### src/rtl/i2c_arb_pkg.sv
// Shared state encoding and defaults for the I2C request arbiter.
package i2c_arb_pkg;

  typedef enum logic [1:0] {
    IDLE   = 2'd0,
    LAUNCH = 2'd1,
    RUN    = 2'd2,
    DONE   = 2'd3
  } arb_state_t;

  localparam logic [31:0] DEFAULT_TIMEOUT = 32'd200000;

endpackage

### src/rtl/i2c_req_arbiter_rr_pick.sv
// Combinational round-robin picker: first set req bit searching upward from ptr+1.
module rr_pick #(
  parameter int N  = 4,
  parameter int IW = 2
) (
  input  logic [N-1:0]  req,
  input  logic [IW-1:0] ptr,
  output logic [N-1:0]  onehot,
  output logic [IW-1:0] idx,
  output logic          valid
);

  logic [IW-1:0] pos;

  always_comb begin
    onehot = '0;
    idx    = '0;
    valid  = 1'b0;
    pos    = '0;
    for (int k = 1; k <= N; k++) begin
      pos = IW'((int'(ptr) + k) % N);
      if (!valid && req[pos]) begin
        valid       = 1'b1;
        onehot[pos] = 1'b1;
        idx         = pos;
      end
    end
  end

endmodule

### src/rtl/i2c_req_arbiter.sv
// Round-robin sharing of one i2c_dri byte engine among N_REQ requesters.
// Optional watchdog abort is built when I2C_ARB_TIMEOUT_EN is defined.
module i2c_req_arbiter
  import i2c_arb_pkg::*;
#(
  parameter int          N_REQ    = 4,
  parameter int          WMEN_LEN = 3,
  parameter int          RMEN_LEN = 2,
  parameter logic [31:0] TIMEOUT  = DEFAULT_TIMEOUT
) (
  input  logic                       clk,
  input  logic                       rst_n,
  input  logic [N_REQ-1:0]           req,
  input  logic [N_REQ*WMEN_LEN*8-1:0] req_wr_data,
  input  logic [N_REQ*8-1:0]         req_wr_cnt,
  input  logic [N_REQ*8-1:0]         req_rd_cnt,
  output logic [N_REQ-1:0]           gnt,
  output logic [N_REQ-1:0]           done,
  output logic                       err,
  output logic [RMEN_LEN*8-1:0]      rd_data,
  output logic [WMEN_LEN*8-1:0]      drv_wr_data,
  output logic [7:0]                 drv_wr_cnt,
  output logic [7:0]                 drv_rd_cnt,
  output logic                       drv_en,
  input  logic                       drv_busy,
  input  logic [RMEN_LEN*8-1:0]      drv_rd_data
);

  localparam int IDX_W = $clog2(N_REQ);
  localparam int WW    = WMEN_LEN * 8;
  localparam int RW    = RMEN_LEN * 8;

  if (N_REQ < 2 || N_REQ > 8 || TIMEOUT == 32'd0) begin : g_param_check
    $error("i2c_req_arbiter: unsupported parameter set");
  end

  arb_state_t       state_q, state_d;
  logic [IDX_W-1:0] ptr_q, ptr_d;
  logic [IDX_W-1:0] idx_q, idx_d;
  logic [IDX_W-1:0] pick_idx;
  logic [N_REQ-1:0] pick_onehot;
  logic             pick_valid;
  logic [N_REQ-1:0] gnt_q, gnt_d;
  logic [N_REQ-1:0] done_q, done_d;
  logic [RW-1:0]    rd_data_q, rd_data_d;
  logic [WW-1:0]    wr_data_q, wr_data_d;
  logic [7:0]       wr_cnt_q, wr_cnt_d;
  logic [7:0]       rd_cnt_q, rd_cnt_d;
  logic             en_q, en_d;

`ifdef I2C_ARB_TIMEOUT_EN
  logic [31:0] tmo_cnt_q, tmo_cnt_d;
  logic        tmo_q, tmo_d;
  logic        err_q, err_d;
`endif

  rr_pick #(
    .N  (N_REQ),
    .IW (IDX_W)
  ) u_pick (
    .req    (req),
    .ptr    (ptr_q),
    .onehot (pick_onehot),
    .idx    (pick_idx),
    .valid  (pick_valid)
  );

  always_ff @(posedge clk or negedge rst_n) begin
    if (!rst_n) begin
      state_q <= IDLE;
    end else begin
      state_q <= state_d;
    end
  end

  always_comb begin
    state_d   = state_q;
    ptr_d     = ptr_q;
    idx_d     = idx_q;
    gnt_d     = gnt_q;
    done_d    = '0;
    rd_data_d = rd_data_q;
    wr_data_d = wr_data_q;
    wr_cnt_d  = wr_cnt_q;
    rd_cnt_d  = rd_cnt_q;
    en_d      = en_q;
`ifdef I2C_ARB_TIMEOUT_EN
    tmo_cnt_d = tmo_cnt_q;
    tmo_d     = tmo_q;
    err_d     = 1'b0;
`endif

    case (state_q)
      IDLE: begin
        if (!drv_busy && pick_valid) begin
          gnt_d = pick_onehot;
          idx_d = pick_idx;
          for (int i = 0; i < N_REQ; i++) begin
            if (pick_onehot[i]) begin
              wr_data_d = req_wr_data[i*WW +: WW];
              wr_cnt_d  = req_wr_cnt[i*8 +: 8];
              rd_cnt_d  = req_rd_cnt[i*8 +: 8];
            end
          end
          en_d    = 1'b1;
          state_d = LAUNCH;
`ifdef I2C_ARB_TIMEOUT_EN
          tmo_cnt_d = '0;
          tmo_d     = 1'b0;
`endif
        end
      end
      LAUNCH: begin
        if (drv_busy) begin
          en_d    = 1'b0;
          state_d = RUN;
        end
      end
      RUN: begin
        if (!drv_busy) begin
          rd_data_d = drv_rd_data;
          state_d   = DONE;
        end
      end
      DONE: begin
        done_d  = gnt_q;
        gnt_d   = '0;
        ptr_d   = idx_q;
        state_d = IDLE;
`ifdef I2C_ARB_TIMEOUT_EN
        err_d = tmo_q;
`endif
      end
      default: state_d = IDLE;
    endcase

`ifdef I2C_ARB_TIMEOUT_EN
    // Watchdog overrides the normal LAUNCH/RUN progress when it expires
    if (state_q == LAUNCH || state_q == RUN) begin
      tmo_cnt_d = tmo_cnt_q + 32'd1;
      if (tmo_cnt_q >= TIMEOUT - 32'd1) begin
        en_d      = 1'b0;
        rd_data_d = '0;
        tmo_d     = 1'b1;
        state_d   = DONE;
      end
    end
`endif
  end

  always_ff @(posedge clk or negedge rst_n) begin
    if (!rst_n) begin
      ptr_q     <= IDX_W'(N_REQ - 1);
      idx_q     <= '0;
      gnt_q     <= '0;
      done_q    <= '0;
      rd_data_q <= '0;
      wr_data_q <= '0;
      wr_cnt_q  <= '0;
      rd_cnt_q  <= '0;
      en_q      <= 1'b0;
    end else begin
      ptr_q     <= ptr_d;
      idx_q     <= idx_d;
      gnt_q     <= gnt_d;
      done_q    <= done_d;
      rd_data_q <= rd_data_d;
      wr_data_q <= wr_data_d;
      wr_cnt_q  <= wr_cnt_d;
      rd_cnt_q  <= rd_cnt_d;
      en_q      <= en_d;
    end
  end

`ifdef I2C_ARB_TIMEOUT_EN
  always_ff @(posedge clk or negedge rst_n) begin
    if (!rst_n) begin
      tmo_cnt_q <= '0;
      tmo_q     <= 1'b0;
      err_q     <= 1'b0;
    end else begin
      tmo_cnt_q <= tmo_cnt_d;
      tmo_q     <= tmo_d;
      err_q     <= err_d;
    end
  end

  assign err = err_q;
`else
  assign err = 1'b0;
`endif

  assign gnt         = gnt_q;
  assign done        = done_q;
  assign rd_data     = rd_data_q;
  assign drv_wr_data = wr_data_q;
  assign drv_wr_cnt  = wr_cnt_q;
  assign drv_rd_cnt  = rd_cnt_q;
  assign drv_en      = en_q;

endmodule

### config.mk
export PLATFORM = sky130hd
export DESIGN_NAME = i2c_req_arbiter
export DESIGN_NICKNAME = d
export VERILOG_FILES = /design/src/rtl/i2c_arb_pkg.sv /design/src/rtl/i2c_req_arbiter_rr_pick.sv /design/src/rtl/i2c_req_arbiter.sv
export SDC_FILE = /design/constraint.sdc
export NUM_CORES = 1
export LEC_CHECK = 0
export CORE_UTILIZATION = 45
export DETAILED_ROUTE_END_ITERATION = 10
export GPL_TIMING_DRIVEN = 0
export PLACE_DENSITY = 0.93
export REMOVE_ABC_BUFFERS = 1
export SETUP_SLACK_MARGIN = 0.1
export SLEW_MARGIN = 20
export SYNTH_ARGS = -nofsm -noshare
export SYNTH_HDL_FRONTEND = slang
export SYNTH_SLANG_ARGS = --single-unit
export TNS_END_PERCENT = 30
### constraint.sdc
create_clock -name clk -period 5.36 [get_ports clk]
set_clock_uncertainty 0.2 [all_clocks]
set_input_delay 1.34 -clock clk [delete_from_list [all_inputs] [get_ports clk]]
set_output_delay 1.34 -clock clk [all_outputs]
set_load 0.01 [all_outputs]
# ---- Yosys cells after proc, flatten, opt, wreduce, memory -nomap -nowiden
# Index checks and enable logic that the tools add are counted.
dict set report word_totals {
  reg_bits 71
  ramBits 0
  latch_bits 0
  romBits 0
  input_bits 183
  n_memories 0
  word_cells 104
}
dict set report classes {
  div 0
  multipliers 0
  n_mux 50
  n_shift 0
  bitwise_logic 4
  n_lt_le_gt_ge 8
  n_addsub 4
  reduce_logical 22
  n_eq_ne 6
}
# operator count
set op_table {}
lappend op_table {{two-way mux 24 bit} 4}
lappend op_table {{two-way mux 8 bit} 8}
lappend op_table {{two-way mux 4 bit} 6}
lappend op_table {{two-way mux 1 bit} 14}
lappend op_table {{two-way mux 2 bit} 7}
lappend op_table {{< comparator 2 x 3 -> 1 bit, second input constant} 4}
lappend op_table {{OR 4 bit} 3}
lappend op_table {{AND reduction 3 bit} 3}
lappend op_table {{binary-select mux 1 bit (select 2 bit)} 4}
lappend op_table {{demux 1 bit (select 2 bit)} 4}
lappend op_table {{>= comparator 2 x 1 -> 1 bit, second input constant} 4}
lappend op_table {{logical AND 1 bit} 8}
lappend op_table {{case mux 2 bit (4 select lines)} 1}
lappend op_table {{case mux 4 bit (2 select lines)} 1}
lappend op_table {{!= test 2 bit, second input constant} 3}
lappend op_table {{AND reduction 2 bit} 3}
lappend op_table {{adder 2 x 1 -> 2 bit, second input constant} 2}
lappend op_table {{adder 2 bit, second input constant} 2}
lappend op_table {{== test 2 bit, second input constant} 2}
lappend op_table {{zero test 1 bit} 4}
lappend op_table {{nonzero test 2 bit} 2}
lappend op_table {{nonzero test 4 bit} 1}
lappend op_table {{== test 2 x 1 -> 1 bit, second input constant} 1}
lappend op_table {{zero test 2 bit} 1}
lappend op_table {{2 further kinds} 2}

# ---- Depth between registers and ports, before layout
# Gate-level depths: netlist (run 1).
dict set report logic_depth {
  depth_word 17
  depth_mapped 12
  depth_no_buf 8
}

# ---- By module
# Synthesis (run 1) repeated with hierarchy kept, for this count alone.
dict set report unflattened {
  cells_unflattened 478
  area_unflattened_um2 4621.9
}
# module n_inst area_per_inst_um2 cells_each
set modules_own_cells {}
lappend modules_own_cells {i2c_req_arbiter 1 4096.4 410}
lappend modules_own_cells {rr_pick 1 525.5 68}

# ---- Worst setup path before layout (run 1)
# Ideal clock, no wire load.
dict set report synth_path {
  path_kind {flip-flop to flip-flop}
  startpoint {reg ptr_q[0]}
  endpoint {reg wr_cnt_q[0], in the netlist drv_wr_cnt[0]}
  period_less_slack_ns 3.535
  arrival_time_ns 3.198
  setup_time_ns 0.138
  t_required_ns 5.022
  setup_slack_ns 1.825
  path_stages_with_launch 12
  path_cell_list {dfstp_2 -> buf_6 -> clkbuf_1 -> inv_1 -> ha_1 -> mux4_2 -> nand3b_1 -> a2bb2oi_2 -> a2111oi_4 -> a41o_2 -> buf_4 -> a32oi_1}
}
dict set report synth_between {
  elab_chain_len 16
  elab_cells_between_ends 55
}
# element line
set synth_rtl {}
lappend synth_rtl {{start, declared} i2c_req_arbiter.sv:38} ;# logic [IDX_W-1:0] ptr_q, ptr_d;
lappend synth_rtl {{start signal, assigned} i2c_req_arbiter.sv:153} ;# ptr_q <= IDX_W'(N_REQ - 1);
lappend synth_rtl {{start signal, assigned} i2c_req_arbiter.sv:163} ;# ptr_q <= ptr_d;
lappend synth_rtl {{branches (longest 16 deep; another with < comparator 2 x 3 -> 1 bit)} --}
lappend synth_rtl {{end signal, assigned} i2c_req_arbiter.sv:169} ;# wr_cnt_q <= wr_cnt_d;
lappend synth_rtl {{end, declared} i2c_req_arbiter.sv:47} ;# logic [7:0] wr_cnt_q, wr_cnt_d;
# Several ways; the timed one is not identified. The select of a mux whose other input is x is not followed.
# A chain may end at the register's enable or synchronous reset.

# ---- Worst setup path after layout (run 1)
dict set report layout_path {
  startpoint {in req[1]}
  endpoint {reg rd_cnt_q[0], in the netlist drv_rd_cnt[0]}
}
dict set report layout_between {
  elab_chain_len 15
  elab_cells_between_ends 31
}
# element line
set layout_rtl {}
lappend layout_rtl {{start, declared} i2c_req_arbiter.sv:13} ;# input logic [N_REQ-1:0] req,
lappend layout_rtl {{binary-select mux 1 bit (select 2 bit)} i2c_req_arbiter_rr_pick.sv:22} ;# if (!valid && req[pos]) begin
lappend layout_rtl {{two-way mux 1 bit (not written as such)} i2c_req_arbiter_rr_pick.sv:22}
lappend layout_rtl {{two-way mux 1 bit} i2c_req_arbiter_rr_pick.sv:22}
lappend layout_rtl {{zero test 1 bit} i2c_req_arbiter_rr_pick.sv:22}
lappend layout_rtl {{logical AND 1 bit} i2c_req_arbiter_rr_pick.sv:22}
lappend layout_rtl {{two-way mux 1 bit} i2c_req_arbiter_rr_pick.sv:22}
lappend layout_rtl {{zero test 1 bit} i2c_req_arbiter_rr_pick.sv:22}
lappend layout_rtl {{logical AND 1 bit} i2c_req_arbiter_rr_pick.sv:22}
lappend layout_rtl {{two-way mux 1 bit} i2c_req_arbiter_rr_pick.sv:22}
lappend layout_rtl {{zero test 1 bit} i2c_req_arbiter_rr_pick.sv:22}
lappend layout_rtl {{logical AND 1 bit} i2c_req_arbiter_rr_pick.sv:22}
lappend layout_rtl {{two-way mux 4 bit} i2c_req_arbiter_rr_pick.sv:22}
lappend layout_rtl {{two-way mux 8 bit (3 in series)} i2c_req_arbiter.sv:99} ;# if (pick_onehot[i]) begin
lappend layout_rtl {{end signal, assigned} i2c_req_arbiter.sv:170} ;# rd_cnt_q <= rd_cnt_d;
lappend layout_rtl {{end, declared} i2c_req_arbiter.sv:48} ;# logic [7:0] rd_cnt_q, rd_cnt_d;
# Several ways; a longest one is shown, not always the timed one. The select of a mux whose other input is x is not followed.

==> results of run 1 <==
## area by class of cell
| cell class | count | area [µm²] |
|---|---|---|
| multi-input combinational | 374 | 3020 |
| clock buffer | 9 | 225 |
| sequential | 71 | 1780 |
| tap | 140 | 175 |
| clock inverter | 7 | 50.0 |
| fill | 756 | 2920 |
| inverter | 49 | 184 |
| timing repair buffer | 258 | 2730 |
## power groups by stage
stage / clock network, mW / logic, mW / registers, mW
6_report: 0.557 / 3.31 / 0.982
2_1_floorplan: 0 / 1.68 / 1.06
3_3_place_gp: 0 / 2.88 / 0.960
5_1_grt: 0.585 / 3.53 / 1.01
4_1_cts: 0.563 / 3.29 / 0.975
3_5_place_dp: 0 / 3.27 / 0.978
## cell families (layout without fill, tap and decap cells)
| logic type | after synthesis | count (layout) | synth area share |
|---|---|---|---|
| AOI/OAI and AO/OA | 256 | 256 | 0.381 |
| muxes | 21 | 21 | 0.0540 |
| buffers and inverters | 112 | 323 | 0.0946 |
| DFF | 71 | 71 | 0.342 |
| and+or+nand+nor | 83 | 83 | 0.0968 |
| other | 1 | 1 | 0.000720 |
| adders and majority gates | 13 | 13 | 0.0312 |
## cell usage after synthesis, types with 6 or more instances
cell	count	area [µm²]
sky130_fd_sc_hd__a21o_1	41	308
sky130_fd_sc_hd__nand2_1	7	26.3
sky130_fd_sc_hd__o21ai_0	12	60.1
sky130_fd_sc_hd__a32oi_1	29	254
sky130_fd_sc_hd__buf_2	9	45.0
sky130_fd_sc_hd__o311ai_1	33	289
sky130_fd_sc_hd__nand3_1	6	30.0
sky130_fd_sc_hd__and3_1	41	257
sky130_fd_sc_hd__clkbuf_1	38	143
sky130_fd_sc_hd__o311ai_0	7	61.3
sky130_fd_sc_hd__inv_1	49	184
sky130_fd_sc_hd__a21boi_0	40	300
sky130_fd_sc_hd__a21oi_1	57	285
sky130_fd_sc_hd__buf_4	6	45.0
sky130_fd_sc_hd__nor2_1	7	26.3
sky130_fd_sc_hd__dfrtp_1	69	1730
sky130_fd_sc_hd__ha_1	13	163
sky130_fd_sc_hd__a32oi_2	11	179
sky130_fd_sc_hd__mux2_2	17	191
## metal layers
metal | vias up | GRT usage | share of wire
li1 | 2532 | - | -
met4 | 0 | 0.153 | 0.032
met1 | 2745 | 0.337 | 0.37
met3 | 61 | 0.0806 | 0.092
met2 | 351 | 0.568 | 0.51
met5 | - | 0 | 0
## worst max-delay path by stage
stage	start	end	slack (ps)	cells after the start
6_report	req[1]	drv_rd_cnt[0]	300	8
5_1_grt	req[1]	drv_wr_data[5]	140	8
4_1_cts	req[1]	drv_wr_data[23]	400	8
3_5_place_dp	req[1]	drv_rd_cnt[0]	80	8
3_3_place_gp	req[1]	drv_wr_data[4]	-3830	6
2_1_floorplan	req[1]	drv_wr_data[14]	-540	5
## sequential cells by signal, indices dropped and copies added, names as in the netlist
register,flops
done,4
drv_en,1
drv_rd_cnt,8
drv_wr_cnt,8
drv_wr_data,24
gnt,4
idx_q,2
ptr_q,2
rd_data,16
state_q,2
## per-stage QoR
stage | worst slack (ps) | total power [mW] | cells | hold slack, ps | setup TNS, ps
6_report | 302 | 4.85 | 908 | 281 | 0
5_1_grt | 136 | 5.12 | 908 | 319 | 0
4_1_cts | 400 | 4.83 | 908 | 283 | 0
3_5_place_dp | 81.8 | 4.25 | 892 | 270 | 0
3_3_place_gp | -3830 | 3.84 | 881 | 266 | -153940
2_1_floorplan | -538 | 2.74 | 494 | 250 | -19950
## layout by cell type, fill, tap and decap left out, types with 2 or more instances in the layout
cell type                         Yosys  final
sky130_fd_sc_hd__nand3b_1             5      5
sky130_fd_sc_hd__a32oi_2             11     11
sky130_fd_sc_hd__o22ai_1              2      2
sky130_fd_sc_hd__o21ai_0             12     12
sky130_fd_sc_hd__clkbuf_16            0      9
sky130_fd_sc_hd__buf_8                0      2
sky130_fd_sc_hd__nand3_1              6      5
sky130_fd_sc_hd__o2bb2ai_4            0      2
sky130_fd_sc_hd__dfstp_2              2      2
sky130_fd_sc_hd__and3_1              41     41
sky130_fd_sc_hd__a2bb2oi_1            2      2
sky130_fd_sc_hd__clkinv_2             0      2
sky130_fd_sc_hd__mux4_2               4      4
sky130_fd_sc_hd__o32a_1               2      2
sky130_fd_sc_hd__a21boi_0            40     40
sky130_fd_sc_hd__a21o_1              41     41
sky130_fd_sc_hd__clkinvlp_4           0      3
sky130_fd_sc_hd__o311ai_0             7      7
sky130_fd_sc_hd__a21oi_1             57     56
sky130_fd_sc_hd__dfrtp_1             69     69
sky130_fd_sc_hd__ha_1                13     13
sky130_fd_sc_hd__clkdlybuf4s50_1      0    246
sky130_fd_sc_hd__and2_1               5      5
sky130_fd_sc_hd__o21ai_4              0      2
sky130_fd_sc_hd__mux2_2              17     17
sky130_fd_sc_hd__buf_16               0      6
sky130_fd_sc_hd__nor3_1               2      2
sky130_fd_sc_hd__nand2b_1             2      2
sky130_fd_sc_hd__a32oi_1             29     29
sky130_fd_sc_hd__nand2_2              0      2
sky130_fd_sc_hd__inv_1               49     49
sky130_fd_sc_hd__o311ai_1            33     33
sky130_fd_sc_hd__nor2_1               7      7
sky130_fd_sc_hd__nand2_1              7      5
sky130_fd_sc_hd__buf_12               0      3
sky130_fd_sc_hd__clkinv_4             0      2
## worst max-delay path: cells and delay by family
kind                   cells  cell delay (ps)
buffers and inverters      4             1430
AO/OA/AOI/OAI              2             1080
multiplexers               1              630
AND/OR/NAND/NOR            1              600
==> impl_metrics.csv, run 1 <==
group,metric,value,unit
status,run_status,"completed",
drt,wire_per_inst,21.3,µm
yosys,synth_ff_type,"sky130_fd_sc_hd__dfrtp_1",
critical_path,worst_setup_path_start_kind,"input pin",
floorplan,floorplan.die.width,110,µm
finish,finalCoreUtilization,0.737,
min_path,worst_hold_path_type,"reg2reg",
floorplan,die_area,12000,µm²
critical_path,timing.critical_path.arrival,5090,ps
drt,detailedRoute.firstIterationViolations,456,
timing,finalCriticalPeriod,5060,ps
placement,place.detailed.hpwl,13600,µm
critical_path,worst_path_largest_cell_delay,800,ps
timing,rsz_0062_raised_after_global_routing,"false",
timing,min_period_over_period,0.944,
finish,layout-area-overhead-vs-synth,56.7,%
timing,max-slew-margin-rel,0.403,
yosys,async_reset_ff_frac,1.00,
critical_path,cell_repeated_most_along_the_worst_path,"sky130_fd_sc_hd__buf_16",
critical_path,required,5400,ps
yosys,syn-cell-area,5210,µm²
yosys,yosysWarningCount,0,
grt,grt_use_total,0.313,
critical_path,reg2regPathDepth,9,
clock_tree,cts_stage_hold_buffer_count,0,
clock_tree,post_cts.resized_instances,0,
power_and_ir_drop,power.sequential.fraction,0.202,
power_and_ir_drop,power.density,594,nW/µm²
flow_run,max_cap_viols,0,
grt,grt_pass1_vias,5764,
floorplan,die_height,110,µm
grt,grt.overflow.total,0,
timing,slew_violations,0,
critical_path,slowest_stage,"sky130_fd_sc_hd__clkdlybuf4s50_1",
clock_tree,cts_buffers,9,
critical_path,ff2ff_setup_slack,920,ps
floorplan,std_cell_rows,38,
timing,finalSetupViolations,0,
clock_tree,htreeDepth,3,
clock_tree,cts-root-to-sink-buffers,2,
yosys,post_synth_num_cell_types,57,
yosys,postSynthCellCount,557,
clock_tree,tritoncts,"yes",
power_and_ir_drop,power_report.internal_total,2.65,mW
grt,antenna_found_initial,0,
timing,hold_viol,0,
critical_path,timing_worst_setup_path_type,"in2reg",
grt,grt_max_degree,58,
placement,io_buffer_count,247,
yosys,avgSynthCellArea,9.35,µm²
yosys,postSynthRegisterBits,71,
drt,totalWireLength,19300,µm
finish,layout_cell_area_excl_fill,8160,µm²
finish,final_layout_size_suffix_gt1_frac,0.102,
power_and_ir_drop,power_switching_share,0.453,
drt,drc_errors,0,
placement,globalplace.congestion,0.845,
power_and_ir_drop,ir_drop,0.385,mV
drt,route.antenna.remaining_nets,0,
power_and_ir_drop,power.clock.fraction,0.115,
critical_path,endpoint_kind,"flip-flop",
clock_tree,clock_tree.root_cell,"sky130_fd_sc_hd__clkbuf_16",
finish,n_antenna_cell,0,
power_and_ir_drop,comb_power_share,0.683,
floorplan,core,11100,µm²
critical_path,r2r-end,"drv_rd_cnt[0]",
critical_path,ordered_cell_list_for_the_critical_path,"clkdlybuf4s50_1 > inv_1 > mux4_2 > o2bb2ai_4 > buf_16 > buf_16 > nand4_4 > a32oi_1",
power_and_ir_drop,leakagePower,3.43,nW
placement,post_dp_cell_area,7890,µm²
floorplan,io-pin-count,249,
drt,first_pass_iters,5,
min_path,whs_path_depth,1,
critical_path,worstReg2RegStart,"ptr_q[0]",
yosys,seq_area_frac_synth,0.342,
grt,wire_length_of_the_first_global_routing_pass,28800,µm
clock_tree,postCtsSetupRepairBufs,0,
critical_path,worst-path-max-fanout,40,
min_path,hold_path_end,"idx_q[0]",
drt,detailroute.via_count,5689,
power_and_ir_drop,netSwitchingPower,2.20,mW
clock_tree,clkTransAtPathRegs,70,ps
clock_tree,tritoncts_num_sinks,71,
timing,worst_pin_slew,896,ps
finish,num-nets-final,959,
timing,max_freq,198,MHz
drt,detail_route.vias_per_cell,6.27,
yosys,synth-edff-count,0,
floorplan,initial_cell_density_of_the_core,0.470,
clock_tree,clk-insertion-delay-late,330,ps
min_path,worst_hold_startpoint,"idx_q[0]",
Power figures use the tool's default switching activity.
==> run 2, diff against run 1 <==
Settings changed: CELL_PAD_IN_SITES_DETAIL_PLACEMENT from default to 0, CELL_PAD_IN_SITES_GLOBAL_PLACEMENT from default to 2, CORE_UTILIZATION 45 to 25, CTS_BUF_LIST from default to sky130_fd_sc_hd__clkbuf_16, PLACE_DENSITY 0.93 to 0.92.
==> run 2 against run 1 <==
Die area is 78% higher. Register-to-register slack worse by 180 ps. Total power is 6.3% higher. Design area is 4.7% higher. Critical path depth is 1 higher. Cell count is 15% higher. Global-route usage is 12 points lower. Flip-flop and latch count stayed put. Worst hold slack worse by 3.1 ps. Critical path type unchanged. Combinational power is 6% higher. Sequential share of layout area is 0.98 points lower.
==> impl_metrics.csv, run 2 (synthesis gave the netlist of run 1 again) <==
group,metric,value,unit
power_and_ir_drop,power.density,604,nW/µm²
grt,grt_use_total,0.196,
timing,rsz_0062_raised_after_global_routing,"false",
critical_path,timing.critical_path.arrival,4970,ps
finish,num-nets-final,965,
critical_path,endpoint_kind,"flip-flop",
min_path,worst_hold_path_type,"reg2reg",
floorplan,initial_cell_density_of_the_core,0.257,
drt,detailroute.via_count,5406,
clock_tree,htreeDepth,3,
status,run_status,"completed",
critical_path,critical_path.n_buffers_inverters,3,
placement,globalplace.congestion,0.777,
power_and_ir_drop,leakagePower,3.53,nW
drt,drc_errors,0,
placement,io_buffer_count,247,
finish,leading_cell_type_in_the_layout_fill_and_taps_excluded,"sky130_fd_sc_hd__clkdlybuf4s50_1",
timing,max_freq,201,MHz
critical_path,required,5350,ps
finish,finalCoreUtilization,0.421,
critical_path,worst_path_largest_cell_delay,630,ps
finish,layout-area-overhead-vs-synth,64.0,%
clock_tree,clock_tree.root_cell,"sky130_fd_sc_hd__clkbuf_16",
clock_tree,clk-insertion-delay-late,340,ps
floorplan,die_height,146,µm
finish,n_antenna_cell,0,
clock_tree,clkTransAtPathRegs,60,ps
grt,wire_length_of_the_first_global_routing_pass,32600,µm
grt,grt_pass1_vias,5555,
finish,fillers,2006,
placement,place.detailed.hpwl,14200,µm
finish,final_layout_size_suffix_gt1_frac,0.109,
timing,setup_tns_final,0,ps
floorplan,core,20300,µm²
critical_path,worst-path-max-fanout,22,
timing,min_period_over_period,0.930,
power_and_ir_drop,ir_drop,0.321,mV
finish,register_area,1780,µm²
floorplan,floorplan.die.width,146,µm
flow_run,max_cap_viols,0,
clock_tree,tritoncts,"yes",
clock_tree,cts-root-to-sink-buffers,2,
critical_path,timing_worst_setup_path_type,"in2reg",
timing,finalCriticalPeriod,4980,ps
timing,slew_violations,0,
critical_path,ordered_cell_list_for_the_critical_path,"clkdlybuf4s50_1 > mux4_2 > a21oi_1 > o2bb2ai_4 > buf_12 > nand2_2 > buf_16 > o311ai_1 > a32oi_1",
floorplan,std_cell_rows,52,
grt,grt_max_degree,50,
finish,most-common-layout-cells,"245 x sky130_fd_sc_hd__clkdlybuf4s50_1, 69 x sky130_fd_sc_hd__dfrtp_1, 56 x sky130_fd_sc_hd__a21oi_1, 49 x sky130_fd_sc_hd__inv_1",
timing,finalSetupViolations,0,
drt,first_pass_iters,4,
drt,detailedRoute.firstIterationViolations,154,
critical_path,cp_top_family,"compound AO/OA/AOI/OAI gates",
drt,detail_route.vias_per_cell,5.18,
floorplan,die_area,21400,µm²
timing,max-slew-margin-rel,0.453,
critical_path,worst_setup_path_start_kind,"input pin",
drt,wire_per_inst,20.3,µm
grt,grt.overflow.total,0,
timing,worst_pin_slew,816,ps
grt,antenna_found_initial,0,
clock_tree,cts_stage_hold_buffer_count,0,
clock_tree,cts_buffers,9,
floorplan,io-pin-count,249,
clock_tree,tritoncts_num_sinks,71,
drt,totalWireLength,21200,µm
finish,largest_reg_flops,24,
finish,area_taken_by_multi_input_logic_gates,3070,µm²
drt,route.antenna.remaining_nets,0,
critical_path,slowest_stage,"sky130_fd_sc_hd__clkdlybuf4s50_1",
timing,hold_viol,0,
[run 2: what timing repair did]
item | in CTS | in global routing
buffers inserted | 0 | 0
setup endpoints to repair | 1 | 39
gates resized for setup | 0 | 3
cloned | 1 | 1
pin swaps | 1 | 1
[run 2: worst min-delay path: cells and delay by family (launching register included)]
kind | cells | cell delay, ps
flops | 1 | 340
compound gates | 1 | 60
simple gates | 1 | 40
[run 2: worst paths after layout]
kind / startpoint / endpoint / slack [ps] / depth (start not counted)
worst max-delay path: req[0] / drv_wr_cnt[3] / 380 / 9
worst min-delay path: idx_q[1] / idx_q[1] / 280 / 2
worst max register to register: ptr_q[0] / drv_wr_cnt[3] / 740 / 10
worst min register to register: idx_q[1] / idx_q[1] / 280 / 2
max in group asynchronous: rst_n / ptr_q[1] / 3600 / 2
min in group asynchronous: rst_n / drv_wr_cnt[1] / 710 / 1
[run 2: final cells by class]
class                           instances  share of cell area
Clock buffer                            9              0.0264
Clock inverter                          7              0.0120
Inverter                               49              0.0215
Multi-Input combinational cell        376               0.359
Sequential cell                        71               0.208
Tap cell                              270              0.0395
Timing Repair Buffer                  262               0.333
[run 2: power breakdown]
group | leakage (nW) | internal [mW] | switching [mW]
logic | 2.57 | 1.61 | 1.89
clock network | 0.157 | 0.414 | 0.273
registers | 0.808 | 0.796 | 0.170
total | 3.53 | 2.83 | 2.33
[run 2: routing by layer]
layer,GRT usage,vias to the layer above,routed length [µm]
met5,0,-,0
met4,0.0458,0,213
met3,0.0369,14,1250
met2,0.336,199,10200
met1,0.253,2640,9510
li1,-,2553,-
[run 2: per-stage QoR]
| step | worst slack [ps] | instance area, µm² | cells | hold WS, ps | total power [mW] |
|---|---|---|---|---|---|
| 3_5_place_dp | -284 | 8170 | 1026 | 270 | 4.41 |
| 3_3_place_gp | -4920 | 7710 | 1011 | 265 | 4.07 |
| 5_1_grt | 188 | 8540 | 1044 | 296 | 5.52 |
| 6_report | 377 | 8540 | 1044 | 278 | 5.16 |
| 4_1_cts | 169 | 8510 | 1043 | 284 | 5.18 |
| 2_1_floorplan | -538 | 4900 | 494 | 250 | 2.74 |
==> run 3, diff against run 2 <==
Settings changed: CORE_ASPECT_RATIO from default to 0.5.
==> run 3 against run 2 <==
Via count is 1.0% lower. Flip-flop and latch count stayed put. Register-to-register slack better by 120 ps. Critical endpoint is now drv_wr_data[3]. Total power is 3.8% lower. First-iteration DRC count is 110% higher. Routed wire length hardly changed. Critical path depth is 2 lower. Utilization is 0.12 points higher.
==> impl_metrics.csv, run 3 (synthesis gave the netlist of run 1 again) <==
group,metric,value,unit
placement,detailedPlace.worstSlack,-127,ps
drt,detail_route.vias_per_cell,5.16,
floorplan,core,19900,µm²
critical_path,ordered_cell_list_for_the_critical_path,"clkdlybuf4s50_1 > mux4_2 > a21oi_1 > o2bb2ai_4 > and2_1 > nand4_4 > a32oi_1",
placement,io_buffer_count,247,
grt,grt.overflow.total,0,
finish,most-common-layout-cells,"246 x sky130_fd_sc_hd__clkdlybuf4s50_1, 69 x sky130_fd_sc_hd__dfrtp_1, 56 x sky130_fd_sc_hd__a21oi_1, 49 x sky130_fd_sc_hd__inv_1",
flow_run,max_cap_viols,0,
drt,wire_per_inst,20.5,µm
drt,route.antenna.remaining_nets,0,
drt,totalWireLength,21200,µm
timing,rsz_0062_raised_after_global_routing,"false",
finish,final_layout_size_suffix_gt1_frac,0.105,
timing,hold_viol,0,
placement,globalplace.congestion,0.812,
grt,antenna_found_initial,0,
min_path,worst_hold_path_type,"reg2reg",
grt,grt_use_total,0.190,
floorplan,initial_cell_density_of_the_core,0.262,
clock_tree,cts_stage_hold_buffer_count,0,
clock_tree,cts_buffers,9,
floorplan,die_height,104,µm
clock_tree,clkTransAtPathRegs,60,ps
timing,worst_pin_slew,990,ps
floorplan,die_area,21500,µm²
min_path,whs_path_depth,1,
floorplan,io-pin-count,249,
drt,first_pass_iters,4,
clock_tree,postCtsSetupRepairBufs,0,
power_and_ir_drop,ir_drop,0.337,mV
critical_path,cp_top_family,"compound AO/OA/AOI/OAI gates",
critical_path,slowest_stage,"sky130_fd_sc_hd__clkdlybuf4s50_1",
timing,max_freq,203,MHz
drt,detailedRoute.firstIterationViolations,321,
drt,drc_errors,0,
timing,slew_violations,0,
grt,wire_length_of_the_first_global_routing_pass,31600,µm
finish,num-nets-final,962,
critical_path,worst_path_largest_cell_delay,690,ps
timing,finalSetupViolations,0,
critical_path,required,5390,ps
floorplan,floorplan.die.width,206,µm
finish,largest_reg_flops,24,
critical_path,timing.critical_path.arrival,4950,ps
power_and_ir_drop,power.density,590,nW/µm²
timing,max-slew-margin-rel,0.340,
finish,n_antenna_cell,0,
status,run_status,"completed",
placement,post_dp_cell_area,8090,µm²
timing,finalCriticalPeriod,4920,ps
critical_path,worst-path-max-fanout,40,
floorplan,std_cell_rows,36,
critical_path,timing_worst_setup_path_type,"in2reg",
grt,grt_pass1_vias,5390,
clock_tree,post_cts.resized_instances,0,
critical_path,critical_path.n_buffers_inverters,1,
critical_path,path_depth,7,
timing,min_period_over_period,0.918,
finish,layout-area-overhead-vs-synth,61.3,%
clock_tree,cts-root-to-sink-buffers,2,
clock_tree,clk-insertion-delay-late,340,ps
finish,fillers,1923,
clock_tree,htreeDepth,3,
timing,setup_tns_final,0,ps
clock_tree,tritoncts_num_sinks,71,
clock_tree,tritoncts,"yes",
placement,place.detailed.hpwl,15100,µm
critical_path,endpoint_kind,"flip-flop",
critical_path,reg2regPathDepth,8,
critical_path,worst_setup_path_start_kind,"input pin",
clock_tree,clock_tree.root_cell,"sky130_fd_sc_hd__clkbuf_16",
power_and_ir_drop,leakagePower,3.47,nW
finish,leading_cell_type_in_the_layout_fill_and_taps_excluded,"sky130_fd_sc_hd__clkdlybuf4s50_1",
grt,grt_max_degree,44,
finish,layout_cell_area_excl_fill,8400,µm²
timing,postLayoutSetupSlackWorst,437,ps
drt,detailroute.via_count,5351,
[run 3: cell types whose count changed in the layout (fill, tap and decap cells not counted)]
cell	before	now
sky130_fd_sc_hd__a41o_4	1	0
sky130_fd_sc_hd__clkinv_2	0	1
sky130_fd_sc_hd__buf_6	1	0
sky130_fd_sc_hd__buf_16	11	7
sky130_fd_sc_hd__clkdlybuf4s50_1	245	246
sky130_fd_sc_hd__dlymetal6s2s_1	1	0
sky130_fd_sc_hd__clkinv_4	1	0
sky130_fd_sc_hd__clkinvlp_4	1	2
sky130_fd_sc_hd__nand4_4	2	1
sky130_fd_sc_hd__a41o_2	0	1
sky130_fd_sc_hd__bufinv_16	2	1
sky130_fd_sc_hd__buf_8	0	3
[run 3: metal layers]
layer / vias up / GRT usage / part of all wire
met5: - / 0 / 0
met4: 0 / 0.0467 / 0.018
met3: 20 / 0.0313 / 0.033
met2: 114 / 0.335 / 0.51
met1: 2675 / 0.240 / 0.44
li1: 2542 / - / -
[run 3: path summary, 6_finish.rpt]
| kind | start | to | slack (ps) |
|---|---|---|---|
| worst max-delay path | req[1] | drv_wr_data[3] | 440 |
| min in group asynchronous | rst_n | drv_rd_cnt[7] | 740 |
| worst min-delay path | idx_q[0] | idx_q[0] | 280 |
| worst min register to register | idx_q[0] | idx_q[0] | 280 |
| max in group asynchronous | rst_n | ptr_q[0] | 3580 |
| worst max register to register | ptr_q[0] | drv_wr_data[3] | 860 |
[run 3: final cells by class]
| cell class | instances | area, µm² | area share |
|---|---|---|---|
| multi-input combinational | 375 | 3040 | 0.361 |
| timing repair buffer | 260 | 2770 | 0.329 |
| sequential | 71 | 1780 | 0.212 |
| tap | 266 | 333 | 0.0396 |
| clock buffer | 9 | 225 | 0.0268 |
| inverter | 49 | 184 | 0.0219 |
| clock inverter | 7 | 76.3 | 0.00908 |
[run 3: through the flow]
| step | cells | power [mW] | util | hold WS (ps) |
|---|---|---|---|---|
| after detailed placement | 1020 | 4.32 | 0.406 | 271 |
| after global routing | 1037 | 5.30 | 0.422 | 314 |
| final | 1037 | 4.96 | 0.422 | 285 |
| after floorplan | 494 | 2.74 | - | 250 |
| after global placement | 1007 | 3.99 | 0.387 | 260 |
| after CTS | 1036 | 4.97 | 0.421 | 287 |
[run 3: worst register-to-register path: stages, from the launching register on]
cell and delay, ps:
sky130_fd_sc_hd__dfstp_2 810, sky130_fd_sc_hd__inv_1 250, sky130_fd_sc_hd__ha_1 490, sky130_fd_sc_hd__mux4_2 600, sky130_fd_sc_hd__nand3b_1 280, sky130_fd_sc_hd__o2bb2ai_4 310
sky130_fd_sc_hd__and2_1 280, sky130_fd_sc_hd__nand4_4 680, sky130_fd_sc_hd__a32oi_1 500
[run 3: power by group]
group | internal (mW) | switching (mW)
combinational | 1.56 | 1.80
clock | 0.365 | 0.260
sequential | 0.798 | 0.175
total | 2.72 | 2.24
